===== src/rtl/msg_sched_pkg.sv =====
// Shared types and width helpers for the message frame scheduler.
// Provides the scheduler state enum and counter width functions.
package msg_sched_pkg;

    typedef enum logic [1:0] {
        IDLE     = 2'd0,
        ARMED    = 2'd1,
        RUN      = 2'd2,
        HOLDOVER = 2'd3
    } state_t;

    // Width able to index n values, never narrower than one bit.
    function automatic int cw(input int n);
        return (n < 2) ? 1 : $clog2(n);
    endfunction

    function automatic int pc_w(input int pcode_len);
        return cw(pcode_len);
    endfunction

    function automatic int rep_w(input int pcode_repeats);
        return cw(pcode_repeats);
    endfunction

    function automatic int msg_w(input int message_len);
        return cw(message_len);
    endfunction

    // Holdover seconds count 0..max inclusive.
    function automatic int ho_w(input int max_holdover);
        return cw(max_holdover + 1);
    endfunction

endpackage


===== src/rtl/pps_stretcher.sv =====
// Retriggerable PPS pulse stretcher: pps_out is high PPS_WIDTH cycles after trig.
// Ports: clk, rst (async high), trig (one-cycle request), pps_out (stretched pulse).
module pps_stretcher #(
    parameter int PPS_WIDTH = 4092000
) (
    input  logic clk,
    input  logic rst,
    input  logic trig,
    output logic pps_out
);

    localparam int CW = $clog2(PPS_WIDTH + 1);

    logic [CW-1:0] cnt;

    // A trigger while high reloads the full width.
    always_ff @(posedge clk or posedge rst) begin
        if (rst) begin
            cnt <= '0;
        end else if (trig) begin
            cnt <= CW'(PPS_WIDTH);
        end else if (cnt != '0) begin
            cnt <= cnt - 1'b1;
        end
    end

    assign pps_out = (cnt != '0);

endmodule


===== src/rtl/msg_frame_sched.sv =====
// PPS-locked frame scheduler with holdover: chip/repeat/bit addresses per channel frame.
// Ports: clk, rst, sys_time_sync_done, sys_pps, dac_valid, channel_enable in;
//        pcode_addr, rep_idx, msg_addr, ch_active, frame_start, running, holdover,
//        holdover_secs, pps_out out.
module msg_frame_sched
    import msg_sched_pkg::*;
#(
    parameter int NUM_CH        = 8,
    parameter int PCODE_LEN     = 40920,
    parameter int PCODE_REPEATS = 10,
    parameter int MESSAGE_LEN   = 120,
    parameter int PPS_WIDTH     = 4092000,
    parameter int MAX_HOLDOVER  = 5
) (
    input  logic                              clk,
    input  logic                              rst,
    input  logic                              sys_time_sync_done,
    input  logic                              sys_pps,
    input  logic                              dac_valid,
    input  logic [NUM_CH-1:0]                 channel_enable,
    output logic [pc_w(PCODE_LEN)-1:0]        pcode_addr,
    output logic [rep_w(PCODE_REPEATS)-1:0]   rep_idx,
    output logic [msg_w(MESSAGE_LEN)-1:0]     msg_addr,
    output logic [NUM_CH-1:0]                 ch_active,
    output logic                              frame_start,
    output logic                              running,
    output logic                              holdover,
    output logic [ho_w(MAX_HOLDOVER)-1:0]     holdover_secs,
    output logic                              pps_out
);

    localparam int PC_W  = pc_w(PCODE_LEN);
    localparam int REP_W = rep_w(PCODE_REPEATS);
    localparam int MSG_W = msg_w(MESSAGE_LEN);
    localparam int HO_W  = ho_w(MAX_HOLDOVER);

    localparam logic [PC_W-1:0]  PC_MAX  = PC_W'(PCODE_LEN - 1);
    localparam logic [REP_W-1:0] REP_MAX = REP_W'(PCODE_REPEATS - 1);
    localparam logic [MSG_W-1:0] MSG_MAX = MSG_W'(MESSAGE_LEN - 1);
    localparam logic [HO_W-1:0]  HO_MAX  = HO_W'(MAX_HOLDOVER);

    if (PCODE_LEN < 2 || PCODE_REPEATS < 2 || MESSAGE_LEN < 2 ||
        PPS_WIDTH < 1 || MAX_HOLDOVER < 1) begin : g_bad_params
        $error("msg_frame_sched: illegal parameter set");
    end

    state_t              state, state_n;
    logic [PC_W-1:0]     pc_n;
    logic [REP_W-1:0]    rep_n;
    logic [MSG_W-1:0]    msg_n;
    logic [HO_W-1:0]     ho_n;
    logic [NUM_CH-1:0]   act_n;
    logic                fs_n;
    logic                syn_pps;
    logic                pc_wrap, rep_wrap, msg_wrap;

    assign pc_wrap  = (pcode_addr == PC_MAX);
    assign rep_wrap = (rep_idx == REP_MAX);
    assign msg_wrap = (msg_addr == MSG_MAX);

    always_comb begin
        state_n = state;
        pc_n    = pcode_addr;
        rep_n   = rep_idx;
        msg_n   = msg_addr;
        ho_n    = holdover_secs;
        act_n   = ch_active;
        fs_n    = 1'b0;
        syn_pps = 1'b0;

        if (!sys_time_sync_done) begin
            state_n = IDLE;
            pc_n    = '0;
            rep_n   = '0;
            msg_n   = '0;
            ho_n    = '0;
            act_n   = '0;
        end else begin
            unique case (state)
                IDLE: begin
                    state_n = ARMED;
                end
                ARMED: begin
                    if (sys_pps) begin
                        state_n = RUN;
                        fs_n    = 1'b1;
                        act_n   = channel_enable;
                    end
                end
                RUN, HOLDOVER: begin
                    if (sys_pps) begin
                        // Frame origin beats any simultaneous natural wrap.
                        state_n = RUN;
                        pc_n    = '0;
                        rep_n   = '0;
                        msg_n   = '0;
                        ho_n    = '0;
                        fs_n    = 1'b1;
                        act_n   = channel_enable;
                    end else if (dac_valid) begin
                        if (pc_wrap && rep_wrap && msg_wrap) begin
                            pc_n  = '0;
                            rep_n = '0;
                            msg_n = '0;
                            if (state == RUN) begin
                                state_n = HOLDOVER;
                                ho_n    = HO_W'(1);
                                syn_pps = 1'b1;
                                fs_n    = 1'b1;
                                act_n   = channel_enable;
                            end else if (holdover_secs < HO_MAX) begin
                                ho_n    = holdover_secs + 1'b1;
                                syn_pps = 1'b1;
                                fs_n    = 1'b1;
                                act_n   = channel_enable;
                            end else begin
                                // Holdover budget spent: drop lock.
                                state_n = IDLE;
                                ho_n    = '0;
                                act_n   = '0;
                            end
                        end else begin
                            pc_n = pc_wrap ? '0 : pcode_addr + 1'b1;
                            if (pc_wrap) begin
                                rep_n = rep_wrap ? '0 : rep_idx + 1'b1;
                            end
                            if (pc_wrap && rep_wrap) begin
                                msg_n = msg_addr + 1'b1;
                            end
                        end
                    end
                end
                default: begin
                    state_n = IDLE;
                end
            endcase
        end
    end

    always_ff @(posedge clk or posedge rst) begin
        if (rst) begin
            state         <= IDLE;
            pcode_addr    <= '0;
            rep_idx       <= '0;
            msg_addr      <= '0;
            holdover_secs <= '0;
            ch_active     <= '0;
            frame_start   <= 1'b0;
        end else begin
            state         <= state_n;
            pcode_addr    <= pc_n;
            rep_idx       <= rep_n;
            msg_addr      <= msg_n;
            holdover_secs <= ho_n;
            ch_active     <= act_n;
            frame_start   <= fs_n;
        end
    end

    assign running  = (state == RUN) || (state == HOLDOVER);
    assign holdover = (state == HOLDOVER);

    pps_stretcher #(
        .PPS_WIDTH (PPS_WIDTH)
    ) u_pps (
        .clk     (clk),
        .rst     (rst),
        .trig    (sys_pps | syn_pps),
        .pps_out (pps_out)
    );

endmodule


===== config.mk =====
export PLATFORM = sky130hd
export DESIGN_NAME = msg_frame_sched
export DESIGN_NICKNAME = d
export VERILOG_FILES = /design/src/rtl/msg_sched_pkg.sv /design/src/rtl/pps_stretcher.sv /design/src/rtl/msg_frame_sched.sv
export SDC_FILE = /design/constraint.sdc
export NUM_CORES = 1
export LEC_CHECK = 0
export CAP_MARGIN = 20
export CELL_PAD_IN_SITES_DETAIL_PLACEMENT = 1
export CELL_PAD_IN_SITES_GLOBAL_PLACEMENT = 2
export CORE_UTILIZATION = 36
export DETAILED_ROUTE_END_ITERATION = 10
export GPL_TIMING_DRIVEN = 0
export PLACE_DENSITY_LB_ADDON = 0.1
export SYNTH_ARGS = -nofsm -noshare
export SYNTH_HDL_FRONTEND = slang
export SYNTH_SLANG_ARGS = --single-unit

===== constraint.sdc =====
create_clock -name clk -period 6.87 [get_ports clk]
set_clock_uncertainty 0.15 [all_clocks]
set_input_delay 2.061 -clock clk [delete_from_list [all_inputs] [get_ports clk]]
set_output_delay 2.061 -clock clk [all_outputs]
set_load 0.01 [all_outputs]

# [After elaboration in Yosys (flattened, before gate mapping)]
# Index checks and enable logic that the tools add are counted.
# Widths: inputs -> output; s select.
[totals] wordCells=99 regBits=63 in_bits=13 output_inout_bits=42
[op_classes] n_addsub=5 n_eq_ne=16 n_reduce_logical=13 muxes=55 magnitude_cmp=1 bitwise=1
[op_table] operator="$mux 16" count=6
[op_table] operator="$mux 8" count=7
[op_table] operator="$mux 22" count=2
[op_table] operator="$mux 7" count=6
[op_table] operator="$mux 4" count=7
[op_table] operator="$reduce_bool 22->1" count=1
[op_table] operator="$sub 22x1->22 const B" count=1
[op_table] operator="$mux 3" count=7
[op_table] operator="$add 16x1->16 const B" count=1
[op_table] operator="$eq 16x16->1 const B" count=1
[op_table] operator="$pmux 8 s2" count=1
[op_table] operator="$mux 2" count=7
[op_table] operator="$mux 1" count=10
[op_table] operator="$ne 3x1->1 const B" count=3
[op_table] operator="$reduce_and 3->1" count=3
[op_table] operator="$ne 4x1->1 const B" count=2
[op_table] operator="$ne 4x4->1 const B" count=2
[op_table] operator="$reduce_and 4->1" count=2
[op_table] operator="$add 7x1->7 const B" count=1
[op_table] operator="$eq 7x7->1 const B" count=1
[op_table] operator="$pmux 2 s3" count=1
[op_table] operator="$ne 5x5->1 const B" count=1
[op_table] operator="$add 4x1->4 const B" count=1
[op_table] operator="$eq 2x2->1 const B" count=2
[op_table] operator="14 further kinds" count=15

# [Logic depth before layout (Yosys ltp)]
# Gate-level depths: netlist of the first run.
[depth] depth_word=10 depth_mapped=9 depth_no_buf=7

# [Hierarchy]
# From an unflattened synthesis of the first run, not the netlist that was laid out.
[hier_totals] cells_unflattened=402 area_unflattened_um2=3697.3
[modules_own_cells] module="msg_frame_sched" n_inst=1 area_each_um2=2407.3 seq_area_each_um2=1026.0 cells_each=268
[modules_own_cells] module="pps_stretcher" n_inst=1 area_each_um2=1290.0 seq_area_each_um2=550.5 cells_each=134

# [Worst setup path before layout of the first run]
# Ideal clock, no wire load.
[synth_timing] path_type="reg2out" from="reg u_pps.cnt[0]" to="out pps_out" setup_slack_ns=2.730 stages_incl_launch_ff=8 arrival_ns=1.929 cell_sequence="dfrtp_1 inv_1 ha_1 or4b_1 clkbuf_1 or3_4 or2_0 buf_2"
[synth_via] elab_chain_cells=1
[synth_rtl] item="start: declaration" line="pps_stretcher.sv:14" text="logic [CW-1:0] cnt;"
[synth_rtl] item="start signal: assignment" line="pps_stretcher.sv:21" text="cnt <= CW'(PPS_WIDTH);"
[synth_rtl] item="start signal: assignment" line="pps_stretcher.sv:23" text="cnt <= cnt - 1'b1;"
[synth_rtl] item="$reduce_bool 22->1" line="pps_stretcher.sv:27" text="assign pps_out = (cnt != '0);"
[synth_rtl] item="end: declaration" line="msg_frame_sched.sv:29" text="output logic pps_out"
# No other way between the ends.

# [Worst setup path in the final report of the first run]
# Ends and elaborated chain as after synthesis.

==> impl_metrics.py, run 1 <==
metrics = {
    "outcome": {
        "result_of_the_run": "finished clean",
    },
    "timing": {
        "fin_crit_ns": 5.20,
        "grt_setup_unrepaired": "false",
        "finalWorstSetupSlack_ns": 1.67,
        "setup-tns-final_ns": 0,
        "hold_ws_ns": 0.376,
        "slew_viol_final": 0,
        "worst-slew-pin-transition_ns": 1.01,
        "setup_viol": 0,
        "timing.final.crit_share_pct": 75.7,
        "max_freq_mhz": 192,
        "timing_hold_violations_final": 0,
        "slew-limit-headroom_pct": 31.6,
    },
    "placed_design": {
        "pre_cts_slack_ns": 2.00,
        "detailed_place.area_mm2": 0.00414,
        "gp_congestion": 0.768,
        "place_inst": 544,
        "dp_hpwl_um": 6450,
        "placement.io_buffers": 53,
    },
    "final_layout": {
        "instances_no_fill": 559,
        "fin_util_pct": 46.7,
        "post_route_cells_drive_above_1_share_pct": 8.14,
        "final_nets": 445,
        "layout.cell_area.non_filler_mm2": 0.00432,
        "antennaDiodeCount": 0,
        "area_delta_synth_final_pct": 25.3,
    },
    "clock_network": {
        "cts-buffers-inserted": 9,
        "clkLatencyLatePin_ns": 0.34,
        "clkTransAtPathRegs_ns": 0.07,
        "htreeDepth": 3,
        "clkSinkCount": 63,
        "cts_tree": "done",
        "cts_setup_buffers": 0,
        "hold_buffer_count_at_cts": 0,
        "max-clock-path-buffers": 2,
        "ctsRootBufferMaster": "clkbuf_8",
        "postCtsResizedCells": 0,
    },
    "floorplanning": {
        "effective_utilization_at_floorplan_pct": 37.3,
        "die_w_um": 99.8,
        "dieHeight_um": 99.8,
        "row_count": 35,
        "core_mm2": 0.00924,
        "area_enclosed_by_the_die_boundary_mm2": 0.00997,
        "design.portCount": 55,
    },
    "grt": {
        "grt_antenna_before_repair": 0,
        "grt_remaining_overflow": 0,
        "grt_util_all_layers_pct": 20.3,
        "via_count_of_the_first_global_routing_pass": 3160,
        "pin_count_of_the_biggest_net_entering_global_routing": 64,
        "grt_pass1_wl_um": 16000,
    },
    "setup_path": {
        "critPathArrivalTime_ns": 2.99,
        "critPathMaxStageDelay_ns": 0.48,
        "setup.worst_path.class": "flip-flop to primary output",
        "path_max_fanout": 7,
        "worstPathCellList": "inv_1, ha_1, or4b_1, clkbuf_1, or3_4, or2_0, buf_2, clkdlybuf4s50_1",
        "worst-r2r-cell-count": 6,
        "required_ns": 4.66,
        "critPathSlowestCell": "clkdlybuf4s50_1",
        "cp-start-kind": "flip-flop",
        "end_kind": "primary output",
    },
    "synthesis": {
        "synth_enable_flop_cells": 0,
        "synthArstFlopShare_pct": 100,
        "ys_dominant_reg_cell": "dfrtp_1",
        "mapped_cell_area_mm2": 0.00345,
        "syn-instance-count": 361,
        "syn_avg_cell_area_um2": 9.55,
        "synth.distinct_cells": 58,
        "number_of_nets_produced_by_synthesis": 380,
        "yosysWarnings": 0,
        "flip_flop_and_latch_count_after_synthesis": 63,
        "ys_seq_area_share_pct": 45.8,
    },
    "route": {
        "routed_wirelength_normalized_by_instance_count_um": 16.2,
        "drcViolationCount": 0,
        "viasPerCell": 5.24,
        "antenna_violating_nets_post_route": 0,
        "drt_wl_total_um": 9040,
        "vias": 2927,
        "first_pass_iters": 4,
        "detail_route.iter0.violations": 80,
    },
    "min_path": {
        "timing.hold.worst_path_depth": 2,
        "hold_path.class": "flip-flop to flip-flop",
    },
    "run": {
        "maxCapViolations": 0,
    },
    "power": {
        "power_density_mw_per_mm2": 187,
        "power.leakage_nw": 1.73,
        "peakVddDrop_uv": 76.1,
        "total_power_mw": 0.807,
    },
}
-- worst paths after layout --
path,endpoint,startpoint,slack (ns)
min,ch_active[6],ch_active[6],0.38
min reg2reg,ch_active[6],ch_active[6],0.38
max reg2reg,u_pps.cnt[20],pcode_addr[0],3.61
max,pps_out,u_pps.cnt[0],1.67
max in group asynchronous,u_pps.cnt[13],rst,3.98
min in group asynchronous,u_pps.cnt[0],rst,2.09
-- per-layer routing --
metal / GRT usage (%) / wire (um) / up-vias
met3: 3.27 / 225 / 9
met2: 33.8 / 4480 / 31
met1: 26.8 / 4220 / 1468
li1: - / - / 1419
met5: 0 / 0 / -
met4: 7.24 / 110 / 0
-- kinds of logic after synthesis --
family          count (synthesis)  share of synthesized area (%)
simple gates                  167                           26.8
mux                             8                           2.32
flops                          63                           45.8
xor+xnor                       29                           7.37
fa+ha+maj                       6                           2.18
buf+inv                        26                           3.38
compound gates                 62                           12.2
-- Yosys cell counts, types with 8 or more instances --
| library cell | n | area, um2 |
|---|---|---|
| clkbuf_1 | 12 | 45.0 |
| xor2_1 | 21 | 184 |
| o21ai_0 | 24 | 120 |
| a21oi_1 | 9 | 45.0 |
| dfrtp_1 | 63 | 1580 |
| inv_1 | 9 | 33.8 |
| nand3_1 | 15 | 75.1 |
| nand2_1 | 39 | 146 |
| mux2i_1 | 8 | 80.1 |
| xnor2_1 | 8 | 70.1 |
| and3_1 | 10 | 62.6 |
| nor2_1 | 38 | 143 |
| nand4_1 | 10 | 62.6 |
-- layout by cell type, fill, tap and decap left out, types with 3 or more instances in the layout --
cell / Yosys / final
a21oi_1: 9 / 9
and2_1: 3 / 3
and3_1: 10 / 10
buf_2: 3 / 3
clkbuf_1: 12 / 13
clkbuf_8: 0 / 11
clkdlybuf4s50_1: 0 / 53
dfrtp_1: 63 / 63
ha_1: 6 / 6
inv_1: 9 / 8
mux2i_1: 8 / 8
nand2_1: 39 / 39
nand2b_1: 6 / 6
nand3_1: 15 / 15
nand4_1: 10 / 10
nor2_1: 38 / 38
nor2b_1: 3 / 3
nor3_1: 6 / 6
o211ai_1: 5 / 5
o21ai_0: 24 / 24
o31ai_1: 5 / 5
or3_1: 6 / 6
or4_1: 6 / 6
xnor2_1: 8 / 8
xor2_1: 21 / 21
-- worst max-delay path: cells and delay by family, from the launching register on --
kind / cells / cell delay, ns
buffers and inverters: 4 / 0.94
AND/OR/NAND/NOR: 3 / 1.06
adder cells (fa/ha/maj): 1 / 0.20
flip-flops: 1 / 0.44
-- state kept, by name (all words and copies together), names as in the netlist --
register	cells
msg_addr	7
holdover_secs	3
u_pps.cnt	22
state	2
pcode_addr	16
rep_idx	4
ch_active	8
frame_start	1
-- power by group --
group | leakage (nW) | internal, mW | switching (mW)
registers | 0.816 | 0.385 | 0.0158
logic | 0.822 | 0.0438 | 0.0621
clock network | 0.0922 | 0.148 | 0.152
total | 1.73 | 0.577 | 0.230
-- cell type report --
type	instances	area [um2]
fillers	1066	4920
multi-input cells	272	1750
flip-flops and latches	63	1580
repair buffers	54	534
well taps	129	161
clock buffers	12	155
plain buffers	17	82.6
inverters	9	36.3
clock inverters	3	18.8
(Power assumes the default switching activity.)
==> inputs of run 2 (changes only) <==
--- a/config.mk
+++ b/config.mk
@@ -8,7 +8,7 @@
 export CAP_MARGIN = 20
 export CELL_PAD_IN_SITES_DETAIL_PLACEMENT = 1
 export CELL_PAD_IN_SITES_GLOBAL_PLACEMENT = 2
-export CORE_UTILIZATION = 36
+export CORE_UTILIZATION = 30
 export DETAILED_ROUTE_END_ITERATION = 10
 export GPL_TIMING_DRIVEN = 0
 export PLACE_DENSITY_LB_ADDON = 0.1
==> constraint.sdc (replaced) <==
create_clock -name clk -period 4.75 [get_ports clk]
set_clock_uncertainty 0.15 [all_clocks]
set_input_delay 1.425 -clock clk [delete_from_list [all_inputs] [get_ports clk]]
set_output_delay 1.425 -clock clk [all_outputs]
set_load 0.01 [all_outputs]
==> impl_metrics.py, run 2 (synthesis gave the netlist of run 1 again) <==
metrics = {
    "timing": {
        "max_freq_mhz": 220,
        "slew-limit-headroom_pct": 38.9,
        "timing_hold_violations_final": 0,
        "setup_viol": 0,
        "worst-slew-pin-transition_ns": 0.904,
        "grt_setup_unrepaired": "false",
        "timing.final.crit_share_pct": 95.6,
        "hold_ws_ns": 0.377,
        "setup-tns-final_ns": 0,
        "finalWorstSetupSlack_ns": 0.211,
        "slew_viol_final": 0,
        "fin_crit_ns": 4.54,
    },
    "power": {
        "power_density_mw_per_mm2": 316,
        "power.leakage_nw": 1.81,
        "peakVddDrop_uv": 165,
    },
    "setup_path": {
        "worstReg2RegEnd": "u_pps.cnt[20]",
        "timing.reg2reg.setup_slack_ns": 1.68,
        "path_max_fanout": 7,
        "cp-startpoint": "u_pps.cnt[0]",
        "cp-start-kind": "flip-flop",
        "end_kind": "primary output",
        "worst-r2r-cell-count": 6,
        "critPathArrivalTime_ns": 2.96,
        "r2r-start": "pcode_addr[0]",
        "required_ns": 3.17,
        "setup.worst_path.class": "flip-flop to primary output",
        "worst_setup_path_endpoint": "pps_out",
    },
    "grt": {
        "via_count_of_the_first_global_routing_pass": 3060,
        "grt_remaining_overflow": 0,
        "grt_util_all_layers_pct": 17.0,
        "grt_pass1_wl_um": 15700,
        "pin_count_of_the_biggest_net_entering_global_routing": 64,
        "grt_antenna_before_repair": 0,
    },
    "route": {
        "detail_route.iter0.violations": 79,
        "antenna_violating_nets_post_route": 0,
        "viasPerCell": 5.16,
        "first_pass_iters": 4,
        "routed_wirelength_normalized_by_instance_count_um": 16.1,
        "vias": 2947,
        "drt_wl_total_um": 9200,
        "drcViolationCount": 0,
    },
    "placed_design": {
        "placement.io_buffers": 53,
        "gp_congestion": 0.704,
        "dp_hpwl_um": 6350,
        "detailed_place.area_mm2": 0.00415,
        "pre_cts_slack_ns": 0.547,
    },
    "final_layout": {
        "post_route_cells_drive_above_1_share_pct": 8.58,
        "ff_latch_area_mm2": 0.00158,
        "multi_input_area_mm2": 0.00175,
        "regMostFlops": "u_pps.cnt",
        "layout.cell_area.non_filler_mm2": 0.00448,
        "area_delta_synth_final_pct": 29.9,
        "layout_commonest_cell": "dfrtp_1",
        "fin_util_pct": 40.6,
        "fillers": 1274,
        "final_nets": 445,
        "antennaDiodeCount": 0,
        "final_cell_mix": "63 x dfrtp_1, 53 x clkdlybuf4s50_1, 39 x nand2_1",
        "largest_reg_flops": 22,
        "layout_top_registers": "u_pps.cnt x22, pcode_addr x16, ch_active x8",
    },
    "floorplanning": {
        "row_count": 38,
        "dieHeight_um": 109,
        "core_mm2": 0.0110,
        "die_w_um": 109,
        "design.portCount": 55,
        "area_enclosed_by_the_die_boundary_mm2": 0.0119,
        "effective_utilization_at_floorplan_pct": 31.2,
    },
    "clock_network": {
        "htreeDepth": 3,
        "ctsRootBufferMaster": "clkbuf_16",
        "clkSinkCount": 63,
        "clkTransAtPathRegs_ns": 0.06,
        "cts_setup_buffers": 0,
        "cts-buffers-inserted": 9,
        "hold_buffer_count_at_cts": 0,
        "cts_tree": "done",
        "max-clock-path-buffers": 2,
        "postCtsResizedCells": 0,
        "clkLatencyLatePin_ns": 0.33,
    },
    "min_path": {
        "timing.hold.worst_path_depth": 2,
        "hold_path.class": "flip-flop to flip-flop",
    },
    "outcome": {
        "result_of_the_run": "finished clean",
    },
    "run": {
        "maxCapViolations": 0,
    },
}
run 2: layout make-up:
| type | instances | share of cell area [%] |
|---|---|---|
| multi-input combinational | 272 | 39.2 |
| sequential | 63 | 35.2 |
| timing repair buffer | 54 | 12.1 |
| clock buffer | 11 | 5.65 |
| tap | 140 | 3.91 |
| buffer | 17 | 1.85 |
| clock inverter | 5 | 1.26 |
| inverter | 9 | 0.811 |
run 2: report_power, final:
part | total, mW | leakage [nW] | internal (mW) | switching (mW)
logic | 0.155 | 0.843 | 0.0634 | 0.0913
registers | 0.581 | 0.816 | 0.557 | 0.0234
clock network | 0.681 | 0.152 | 0.434 | 0.247
total | 1.42 | 1.81 | 1.05 | 0.362
run 2: how the worst min path moves through the flow:
| stage | startpoint | endpoint | slack, ns |
|---|---|---|---|
| after detailed placement | ch_active[7] | ch_active[7] | 0.37 |
| after floorplan | u_pps.cnt[19] | u_pps.cnt[19] | 0.34 |
| after global routing | ch_active[5] | ch_active[5] | 0.40 |
| after CTS | u_pps.cnt[11] | u_pps.cnt[11] | 0.38 |
| final | ch_active[2] | ch_active[2] | 0.38 |
| after global placement | u_pps.cnt[19] | u_pps.cnt[19] | 0.36 |
run 2: metal layers:
layer	global-route usage (%)	wire, um	vias up
met5	0	0	-
met3	4.00	268	6
met4	4.67	94	0
met2	25.4	4120	48
met1	24.3	4720	1475
li1	-	-	1418
run 2: through the flow:
| step | total power, mW | instances |
|---|---|---|
| global route | 1.48 | 571 |
| detailed placement | 0.747 | 554 |
| CTS | 1.44 | 570 |
| global placement | 0.743 | 554 |
| floorplan | 0.678 | 361 |
| finish | 1.42 | 571 |
run 2: worst max-delay path, stage by stage, from the launching register on:
cell             delay, ns
dfrtp_1               0.43
inv_1                 0.08
ha_1                  0.21
or4b_1                0.45
clkbuf_1              0.22
or3_4                 0.40
or2_0                 0.20
buf_2                 0.16
clkdlybuf4s50_1       0.48
==> inputs of run 3 (changes only) <==
--- a/config.mk
+++ b/config.mk
@@ -5,10 +5,11 @@
 export SDC_FILE = /design/constraint.sdc
 export NUM_CORES = 1
 export LEC_CHECK = 0
+export ABC_AREA = 1
 export CAP_MARGIN = 20
 export CELL_PAD_IN_SITES_DETAIL_PLACEMENT = 1
 export CELL_PAD_IN_SITES_GLOBAL_PLACEMENT = 2
-export CORE_UTILIZATION = 30
+export CORE_UTILIZATION = 31
 export DETAILED_ROUTE_END_ITERATION = 10
 export GPL_TIMING_DRIVEN = 0
 export PLACE_DENSITY_LB_ADDON = 0.1
==> constraint.sdc (replaced) <==
create_clock -name clk -period 4.7 [get_ports clk]
set_clock_uncertainty 0.15 [all_clocks]
set_input_delay 1.41 -clock clk [delete_from_list [all_inputs] [get_ports clk]]
set_output_delay 1.41 -clock clk [all_outputs]
set_load 0.01 [all_outputs]
==> impl_metrics.py, run 3 <==
metrics = {
    "grt": {
        "grt_util_all_layers_pct": 18.7,
        "grt_antenna_before_repair": 0,
        "grt_pass1_wl_um": 18700,
        "pin_count_of_the_biggest_net_entering_global_routing": 64,
        "grt_remaining_overflow": 0,
        "via_count_of_the_first_global_routing_pass": 3786,
    },
    "synthesis": {
        "synth.area.top_cells": "dfrtp_1 42%, nand2_1 13%, nor2_1 7.8%, inv_1 7.4%, nand3_1 6.4%",
        "synth.area.mux_share_pct": 0,
        "synthArstFlopShare_pct": 100,
        "yosysWarnings": 0,
        "mapped_cell_area_mm2": 0.00378,
        "syn_avg_cell_area_um2": 7.26,
        "synth_enable_flop_cells": 0,
        "synth-xor-area-share_pct": 3.01,
        "ys_dominant_reg_cell": "dfrtp_1",
        "synth_top_family_by_area": "simple AND/OR/NAND/NOR gates",
        "synth_commonest_cells": "126 x nand2_1, 79 x nor2_1, 75 x inv_1",
        "netlist.area_leader.share_pct": 41.7,
        "synth.distinct_cells": 34,
        "compound_cell_area_share_of_the_yosys_netlist_pct": 6.85,
        "most_common_cell_in_the_synthesized_netlist": "nand2_1",
        "yosys.area_share.simple_pct": 36.1,
        "flip_flop_and_latch_count_after_synthesis": 63,
        "syn-instance-count": 521,
        "synth_adder_area_share_pct": 1.99,
        "number_of_nets_produced_by_synthesis": 540,
        "ys_seq_area_share_pct": 41.7,
        "netlist.top_cell.by_area": "dfrtp_1",
    },
    "final_layout": {
        "layout_top_registers": "u_pps.cnt x22, pcode_addr x16, ch_active x8",
        "largest_reg_flops": 22,
        "final_nets": 605,
        "fillers": 1463,
        "regMostFlops": "u_pps.cnt",
        "area_delta_synth_final_pct": 26.8,
        "layout_commonest_cell": "nand2_1",
        "instances_no_fill": 734,
        "antennaDiodeCount": 0,
        "final_cell_mix": "126 x nand2_1, 79 x nor2_1, 74 x inv_1",
        "post_route_cells_drive_above_1_share_pct": 9.64,
    },
    "power": {
        "peakVddDrop_uv": 159,
        "clkPwrFrac_pct": 36.2,
        "seq_power_share_pct": 37.2,
        "swShare_pct": 32.4,
        "power.internal_mw": 1.25,
        "power.leakage_nw": 2.39,
        "power_density_mw_per_mm2": 386,
        "share_comb_of_total_power_pct": 26.6,
        "total_switching_power_mw": 0.599,
    },
    "clock_network": {
        "max-clock-path-buffers": 2,
        "cts-buffers-inserted": 9,
        "cts_setup_buffers": 0,
        "clkLatencyLatePin_ns": 0.33,
        "hold_buffer_count_at_cts": 0,
        "ctsRootBufferMaster": "clkbuf_16",
        "clkTransAtPathRegs_ns": 0.06,
        "cts_tree": "done",
        "htreeDepth": 3,
        "postCtsResizedCells": 0,
        "clkSinkCount": 63,
    },
    "route": {
        "viasPerCell": 4.77,
        "detail_route.iter0.violations": 88,
        "antenna_violating_nets_post_route": 0,
        "vias": 3500,
        "routed_wirelength_normalized_by_instance_count_um": 14.3,
        "drt_wl_total_um": 10500,
        "first_pass_iters": 4,
        "drcViolationCount": 0,
    },
    "floorplanning": {
        "die_w_um": 112,
        "design.portCount": 55,
        "dieHeight_um": 112,
        "area_enclosed_by_the_die_boundary_mm2": 0.0126,
        "row_count": 39,
        "core_mm2": 0.0117,
        "effective_utilization_at_floorplan_pct": 32.4,
    },
    "setup_path": {
        "end_kind": "primary output",
        "critPathArrivalTime_ns": 2.38,
        "required_ns": 3.14,
        "path_max_fanout": 6,
        "cp-start-kind": "flip-flop",
        "setup.worst_path.class": "flip-flop to primary output",
    },
    "timing": {
        "timing_hold_violations_final": 0,
        "fin_crit_ns": 3.94,
        "slew_viol_final": 0,
        "worst-slew-pin-transition_ns": 0.842,
        "grt_setup_unrepaired": "false",
        "setup_viol": 0,
        "setup-tns-final_ns": 0,
        "max_freq_mhz": 254,
        "slew-limit-headroom_pct": 43.9,
        "timing.final.crit_share_pct": 83.8,
        "finalWorstSetupSlack_ns": 0.760,
    },
    "min_path": {
        "hold_path.class": "flip-flop to flip-flop",
    },
    "placed_design": {
        "pre_cts_slack_ns": 1.06,
        "placement.io_buffers": 54,
        "dp_hpwl_um": 7600,
        "gp_congestion": 0.749,
        "place_inst": 718,
    },
    "run": {
        "maxCapViolations": 0,
    },
    "outcome": {
        "result_of_the_run": "finished clean",
    },
}
[run 3: logic make-up (layout without fill, tap and decap cells)]
group | count (synthesis) | after routing
fa+ha+maj | 6 | 6
xor+xnor | 13 | 13
compound gates | 44 | 44
flops | 63 | 63
buf+inv | 92 | 162
simple gates | 303 | 303
[run 3: power groups by stage]
stage,sequential [mW],combinational [mW],clock [mW]
final,0.688,0.493,0.669
after global routing,0.701,0.557,0.709
after CTS,0.690,0.505,0.688
after detailed placement,0.699,0.503,0
after global placement,0.694,0.493,0
after floorplan,0.701,0.294,0
[run 3: path summary, 6_finish.rpt]
path	from	endpoint	slack [ns]	depth (start not counted)
max	u_pps.cnt[0]	pps_out	0.76	10
min	ch_active[1]	ch_active[1]	0.32	2
max reg2reg	pcode_addr[0]	pcode_addr[14]	2.59	10
min reg2reg	ch_active[1]	ch_active[1]	0.32	2
max in group asynchronous	rst	msg_addr[2]	2.39	2
min in group asynchronous	rst	ch_active[2]	1.45	2
[run 3: area by class of cell]
| cell class | count | area [um2] | area share, % |
|---|---|---|---|
| clock buffer | 12 | 246 | 5.14 |
| multi-input combinational | 366 | 1810 | 37.8 |
| tap | 143 | 179 | 3.73 |
| sequential | 63 | 1580 | 32.9 |
| inverter | 83 | 317 | 6.60 |
| clock inverter | 4 | 45.0 | 0.940 |
| buffer | 9 | 76.3 | 1.59 |
| timing repair buffer | 54 | 541 | 11.3 |
[run 3: metrics by stage]
stage               util, %  instance area, um2  power (mW)  hold WS [ns]
CTS                    41.1                4790        1.88         0.332
finish                 41.1                4790        1.85         0.323
floorplan                 -                3780       0.995         0.335
detailed placement     38.6                4500        1.20         0.318
global route           41.1                4790        1.97         0.362
global placement       38.6                4500        1.19         0.305
[run 3: routing by layer]
layer | global-route usage (%) | routed length [um] | up-vias
met2 | 32.6 | 5170 | 40
li1 | - | - | 1772
met1 | 23.2 | 4940 | 1678
met4 | 7.20 | 161 | 0
met3 | 3.13 | 229 | 10
met5 | 0 | 0 | -
[run 3: critical path: stages (launching register included)]
cell and delay, ns:
dfrtp_1 0.39, inv_1 0.08, ha_1 0.21, nand2_1 0.15
nor2_4 0.22, nand2_1 0.09, nor2_1 0.09, nand3_1 0.11
nor2_1 0.15, nand2_1 0.07, clkdlybuf4s50_1 0.47
